<file path="src/rtl/if_fetch_stage_pkg.sv">
// Shared widths, defaults and FSM encoding for the instruction-fetch stage.
package if_fetch_stage_pkg;

    localparam int unsigned INST_WIDTH = 32;
    localparam logic [INST_WIDTH-1:0] NOP_INST_DEFAULT = 32'h0000_0013;

    typedef enum logic [1:0] {
        ST_FETCH = 2'd0,
        ST_WAIT  = 2'd1,
        ST_HOLD  = 2'd2
    } fetch_state_t;

    function automatic logic [INST_WIDTH-1:0] word_align(input logic [INST_WIDTH-1:0] pc);
        return {pc[INST_WIDTH-1:2], 2'b00};
    endfunction

endpackage

</file>
<file path="src/rtl/if_fetch_stage_if.sv">
// Instruction-memory request/response bus between the fetch stage and memory.
interface if_fetch_stage_if;
    import if_fetch_stage_pkg::*;

    logic                  imem_req;
    logic [INST_WIDTH-1:0] imem_addr;
    logic                  imem_gnt;
    logic                  imem_rvalid;
    logic [INST_WIDTH-1:0] imem_rdata;

    modport master (
        output imem_req,
        output imem_addr,
        input  imem_gnt,
        input  imem_rvalid,
        input  imem_rdata
    );

    modport slave (
        input  imem_req,
        input  imem_addr,
        output imem_gnt,
        output imem_rvalid,
        output imem_rdata
    );

endinterface

</file>
<file path="src/rtl/if_fetch_stage_if_id_reg.sv">
// IF/ID pipeline register: load a new instruction, hold on stall, otherwise drain to a bubble.
module if_id_reg
    import if_fetch_stage_pkg::*;
#(
    parameter logic [INST_WIDTH-1:0] RESET_PC = '0,
    parameter logic [INST_WIDTH-1:0] NOP_INST = NOP_INST_DEFAULT
) (
    input  logic                  clk,
    input  logic                  rst,
    input  logic                  clear,
    input  logic                  load,
    input  logic                  hold,
    input  logic [INST_WIDTH-1:0] pc_in,
    input  logic [INST_WIDTH-1:0] inst_in,
    output logic [INST_WIDTH-1:0] id_pc,
    output logic [INST_WIDTH-1:0] id_inst,
    output logic                  id_valid
);

    // Clear outranks hold so a flush kills a stalled instruction; id_pc is left as-is.
    always_ff @(posedge clk) begin
        if (rst) begin
            id_pc    <= RESET_PC;
            id_inst  <= NOP_INST;
            id_valid <= 1'b0;
        end else if (clear) begin
            id_inst  <= NOP_INST;
            id_valid <= 1'b0;
        end else if (load) begin
            id_pc    <= pc_in;
            id_inst  <= inst_in;
            id_valid <= 1'b1;
        end else if (!hold) begin
            id_inst  <= NOP_INST;
            id_valid <= 1'b0;
        end
    end

endmodule

</file>
<file path="src/rtl/if_fetch_stage.sv">
// Fetch stage: owns the PC, sequences single-outstanding imem requests and feeds IF/ID.
module if_fetch_stage
    import if_fetch_stage_pkg::*;
#(
    parameter logic [INST_WIDTH-1:0] RESET_PC = 32'h0000_0000,
    parameter logic [INST_WIDTH-1:0] NOP_INST = NOP_INST_DEFAULT
) (
    input  logic                  clk,
    input  logic                  rst,
    input  logic [INST_WIDTH-1:0] next_pc,
    input  logic                  pipelineFlush,
    input  logic                  stall,
    output logic [INST_WIDTH-1:0] curr_pc,
    if_fetch_stage_if.master      imem,
    output logic [INST_WIDTH-1:0] id_pc,
    output logic [INST_WIDTH-1:0] id_inst,
    output logic                  id_valid
);

    fetch_state_t          state, state_n;
    logic                  drop, drop_n;
    logic [INST_WIDTH-1:0] pc_n;
    logic [INST_WIDTH-1:0] skid, skid_n;
    logic                  deliver;
    logic [INST_WIDTH-1:0] deliver_inst;

    assign imem.imem_req  = (state == ST_FETCH);
    assign imem.imem_addr = word_align(curr_pc);

    always_ff @(posedge clk) begin
        if (rst) begin
            state   <= ST_FETCH;
            drop    <= 1'b0;
            curr_pc <= RESET_PC;
            skid    <= '0;
        end else begin
            state   <= state_n;
            drop    <= drop_n;
            curr_pc <= pc_n;
            skid    <= skid_n;
        end
    end

    always_comb begin
        state_n      = state;
        drop_n       = drop;
        pc_n         = curr_pc;
        skid_n       = skid;
        deliver      = 1'b0;
        deliver_inst = imem.imem_rdata;

        if (pipelineFlush) begin
            pc_n = next_pc;
            unique case (state)
                ST_FETCH: begin
                    // An accepted request still returns data for the old address.
                    if (imem.imem_gnt) begin
                        state_n = ST_WAIT;
                        drop_n  = 1'b1;
                    end
                end
                ST_WAIT: begin
                    if (imem.imem_rvalid) begin
                        state_n = ST_FETCH;
                        drop_n  = 1'b0;
                    end else begin
                        drop_n  = 1'b1;
                    end
                end
                ST_HOLD: begin
                    state_n = ST_FETCH;
                    drop_n  = 1'b0;
                end
                default: state_n = ST_FETCH;
            endcase
        end else begin
            unique case (state)
                ST_FETCH: begin
                    if (imem.imem_gnt) state_n = ST_WAIT;
                end
                ST_WAIT: begin
                    if (imem.imem_rvalid) begin
                        if (drop) begin
                            drop_n  = 1'b0;
                            state_n = ST_FETCH;
                        end else if (!stall) begin
                            deliver = 1'b1;
                            pc_n    = next_pc;
                            state_n = ST_FETCH;
                        end else begin
                            skid_n  = imem.imem_rdata;
                            state_n = ST_HOLD;
                        end
                    end
                end
                ST_HOLD: begin
                    deliver_inst = skid;
                    if (!stall) begin
                        deliver = 1'b1;
                        pc_n    = next_pc;
                        state_n = ST_FETCH;
                    end
                end
                default: state_n = ST_FETCH;
            endcase
        end
    end

    if_id_reg #(
        .RESET_PC (RESET_PC),
        .NOP_INST (NOP_INST)
    ) u_if_id_reg (
        .clk      (clk),
        .rst      (rst),
        .clear    (pipelineFlush),
        .load     (deliver),
        .hold     (stall),
        .pc_in    (curr_pc),
        .inst_in  (deliver_inst),
        .id_pc    (id_pc),
        .id_inst  (id_inst),
        .id_valid (id_valid)
    );

endmodule

</file>
<file path="src/flat_wrapper.sv">
// flat-port wrapper written by rule: the top's interface ports become plain ports
module if_fetch_stage_flat import if_fetch_stage_pkg::*;
#(
    parameter logic [INST_WIDTH-1:0] RESET_PC = 32'h0000_0000,
    parameter logic [INST_WIDTH-1:0] NOP_INST = NOP_INST_DEFAULT
)
  (clk, rst, next_pc, pipelineFlush, stall, curr_pc, id_pc, id_inst, id_valid, imem_imem_req, imem_imem_addr, imem_imem_gnt, imem_imem_rvalid, imem_imem_rdata);
  if_fetch_stage_if imem_i ();
  input  logic clk;
  input  logic rst;
  input  logic [INST_WIDTH-1:0] next_pc;
  input  logic pipelineFlush;
  input  logic stall;
  output logic [INST_WIDTH-1:0] curr_pc;
  output logic [INST_WIDTH-1:0] id_pc;
  output logic [INST_WIDTH-1:0] id_inst;
  output logic id_valid;
  output wire logic [$bits(imem_i.imem_req)-1:0] imem_imem_req;
  output wire logic [$bits(imem_i.imem_addr)-1:0] imem_imem_addr;
  input wire logic [$bits(imem_i.imem_gnt)-1:0] imem_imem_gnt;
  input wire logic [$bits(imem_i.imem_rvalid)-1:0] imem_imem_rvalid;
  input wire logic [$bits(imem_i.imem_rdata)-1:0] imem_imem_rdata;
  assign imem_imem_req = imem_i.imem_req;
  assign imem_imem_addr = imem_i.imem_addr;
  assign imem_i.imem_gnt = imem_imem_gnt;
  assign imem_i.imem_rvalid = imem_imem_rvalid;
  assign imem_i.imem_rdata = imem_imem_rdata;
  if_fetch_stage #(.RESET_PC(RESET_PC), .NOP_INST(NOP_INST)) u_core (.clk(clk), .rst(rst), .next_pc(next_pc), .pipelineFlush(pipelineFlush), .stall(stall), .curr_pc(curr_pc), .imem(imem_i), .id_pc(id_pc), .id_inst(id_inst), .id_valid(id_valid));
endmodule
</file>
<file path="config.mk">
export PLATFORM = sky130hd
export DESIGN_NAME = if_fetch_stage_flat
export DESIGN_NICKNAME = d
export VERILOG_FILES = /design/src/rtl/if_fetch_stage_pkg.sv /design/src/rtl/if_fetch_stage_if.sv /design/src/rtl/if_fetch_stage_if_id_reg.sv /design/src/rtl/if_fetch_stage.sv /design/src/flat_wrapper.sv
export SDC_FILE = /design/constraint.sdc
export NUM_CORES = 1
export LEC_CHECK = 0
export CAP_MARGIN = 10
export CELL_PAD_IN_SITES_DETAIL_PLACEMENT = 1
export CELL_PAD_IN_SITES_GLOBAL_PLACEMENT = 2
export CORE_MARGIN = 5
export CORE_UTILIZATION = 27
export DETAILED_ROUTE_END_ITERATION = 8
export PLACE_DENSITY = 0.83
export SKIP_CTS_REPAIR_TIMING = 1
export SLEW_MARGIN = 5
export SYNTH_ARGS = -nofsm -noshare
export SYNTH_HDL_FRONTEND = slang
export SYNTH_SLANG_ARGS = --single-unit
</file>
<file path="constraint.sdc">
create_clock -name clk -period 2.3 [get_ports clk]
set_clock_uncertainty 0.15 [all_clocks]
set_input_delay 0.46 -clock clk [delete_from_list [all_inputs] [get_ports clk]]
set_output_delay 0.46 -clock clk [all_outputs]
set_load 0.02 [all_outputs]
</file>
==> impl_metrics.json <==
{
  "numClockSinks": 132,
  "grt_pass1_vias": 5283,
  "htreeDepth": 4,
  "grt.total_usage_pct": 14.9,
  "dr.pass1.iters": 4,
  "ys_types": 39,
  "grt_max_degree": 114,
  "grt_first_pass_wirelength_um": 29100,
  "drtAntennaViolNets": 0,
  "status": "completed",
  "synth_most_common_cell": "dfxtp_1",
  "ys_warn_count": 0,
  "clk_pin_slew_ns": 0.06,
  "synth_largest_area_cell": "dfxtp_1",
  "synthAdderAreaFrac_pct": 0.634,
  "crit_slowest_cell": "clkdlybuf4s50_1",
  "overflow": 0,
  "clk_latency_ns": 0.41,
  "dp.cells": 1027,
  "p_leak_nw": 3.06,
  "nets": 839,
  "drc": 0,
  "die_h_um": 158,
  "path_cells": "clkdlybuf4s50_1",
  "report.final.slew_viol_count": 0,
  "coreArea_um2": 21700,
  "crit_family": "buffers and inverters",
  "rsz0062_at_grt": "no",
  "max_freq_mhz": 482,
  "synth.top_cell.area_share_pct": 44.6,
  "antenna_found_initial": 1,
  "hold_viol": 0,
  "fin_util_pct": 40.0,
  "place_ws_ns": 0.0511,
  "synth_cells": 610,
  "ir_drop_mv": 0.496,
  "drtIter0Drc": 143,
  "synth_compound_area_share_pct": 11.6,
  "synth_edf_count": 0,
  "p_switching_w": 0.00155,
  "die_w_um": 158,
  "wl_per_cell_um": 17.5,
  "synth.avg_cell_area_um2": 9.71,
  "min_period_over_period_pct": 90.3,
  "internal_power_w": 0.00469,
  "cts-root-buf": "clkbuf_16",
  "sw_frac_of_total_pct": 24.9,
  "fin_total_pwr_w": 0.00624,
  "crit_required_ns": 1.69,
  "hp-class": "primary input to flop",
  "setup_ws_ns": 0.223,
  "end_kind": "output port",
  "setup_violations": 0,
  "drv_cap": 0,
  "drt_wl_total_um": 18600,
  "area_growth_pct": 46.5,
  "critPathArrivalTime_ns": 1.47,
  "antenna_cells": 0,
  "initial_utilization_pct": 27.3,
  "netlist_area_um2": 5920,
  "period_needed_ns": 2.08,
  "async_flop_share_pct": 0,
  "synth_ff_type": "dfxtp_1",
  "synth_top_family_by_area": "simple AND/OR/NAND/NOR gates",
  "rows": 54,
  "start_kind": "flop",
  "synth-seq-cells": 132,
  "vias": 4968,
  "io-pin-count": 200,
  "vias_per_cell": 4.70,
  "combPwrFrac_pct": 13.2,
  "finalNonFillerCells": 1058,
  "critPathBufInv": 1,
  "dieArea_um2": 25000,
  "cts_made_buffers": 17,
  "clkPwrFrac_pct": 48.5,
  "synthSimpleGateAreaFrac_pct": 17.4,
  "synth_area_leaders": "dfxtp_1 45%, mux2i_1 16%, nand2b_1 10%",
  "drive_gt1_share_pct": 8.35,
  "critical_path_class": "flop to output port",
  "cp_max_fo": 3,
  "clock_path_buffers": 2,
  "cts_tree": "yes",
  "cpPeakStageDelay_ns": 0.64,
  "yosysSeqAreaShare_pct": 44.6,
  "io_buffer_count": 197,
  "netlist_top_cells_count": "132 x dfxtp_1, 98 x nand2b_1, 97 x mux2i_1",
  "synth_xor_area_share_pct": 0,
  "pwr-share-seq_pct": 38.3,
  "synthMuxAreaShare_pct": 16.4,
  "place_hpwl_um": 12700,
  "powerDensity_nw_per_um2": 720,
  "gp_congestion": 0.714
}
==> cell usage in the layout, fill, tap and decap left out, types with 2 or more instances in the layout <==
cell type,n
clkdlybuf4s50_1,194
dfxtp_1,132
nand2b_1,98
mux2i_1,97
nand3_1,61
a21oi_1,33
o21ai_0,32
o31ai_1,29
buf_4,18
clkbuf_16,17
buf_12,8
inv_1,5
bufinv_16,5
a31oi_1,4
inv_6,4
nand2_1,3
nor3b_1,3
clkinv_4,3
nor2b_1,2
a21o_1,2
ha_1,2
conb_1,2
==> final cells by class <==
type | count | area (um2)
multi-input combinational | 388 | 2760
clock inverter | 14 | 224
timing repair buffer | 222 | 2250
sequential | 132 | 2640
tap | 280 | 350
inverter | 5 | 18.8
clock buffer | 17 | 425
fill | 2446 | 13000
==> path summary, 6_finish.rpt <==
kind	from	cells after the start	to	slack, ns
max	u_core.curr_pc[14]	1	curr_pc[14]	0.22
min	rst	2	u_core.skid[6]	0.27
max reg2reg	u_core.state[1]	6	u_core.curr_pc[24]	0.29
min reg2reg	u_core.u_if_id_reg.id_inst[10]	2	u_core.u_if_id_reg.id_inst[10]	0.32
==> cell families after synthesis <==
group,Yosys count
simple gates,176
flops,132
compound gates,110
mux,97
buf+inv,91
fa+ha+maj,3
other cells,1
==> power by group through the flow <==
stage | registers, W | clock network (W) | logic, W
detailed placement | 0.00244 | 0 | 0.000834
global placement | 0.00244 | 0 | 0.000829
finish | 0.00239 | 0.00303 | 0.000822
CTS | 0.00239 | 0.00312 | 0.000839
floorplan | 0.00248 | 0 | 0.000421
global route | 0.00240 | 0.00322 | 0.000884
==> flip-flops by register name, indices dropped and copies added, names as in the netlist <==
signal,cells
u_core.u_if_id_reg.id_pc,32
u_core.skid,32
u_core.state,2
u_core.drop,1
u_core.curr_pc,32
u_core.u_if_id_reg.id_valid,1
u_core.u_if_id_reg.id_inst,32
==> metal layers <==
metal | GRT usage (%) | vias up | part of all wire [%]
li1 | - | 2403 | -
met4 | 3.66 | 2 | 0.86
met2 | 22.9 | 160 | 45
met5 | 0 | - | 0.070
met1 | 19.1 | 2389 | 45
met3 | 6.97 | 14 | 9.3
==> per-stage QoR <==
| stage | hold slack, ns | cell area (um2) | setup TNS (ns) |
|---|---|---|---|
| 2_1_floorplan | 0.304 | 5920 | 0 |
| 3_5_place_dp | 0.309 | 8020 | 0 |
| 3_3_place_gp | 0.297 | 8020 | 0 |
| 4_1_cts | 0.254 | 8670 | -0.170 |
| 6_report | 0.271 | 8670 | 0 |
| 5_1_grt | 0.273 | 8670 | 0 |
Power figures use the tool's default switching activity.
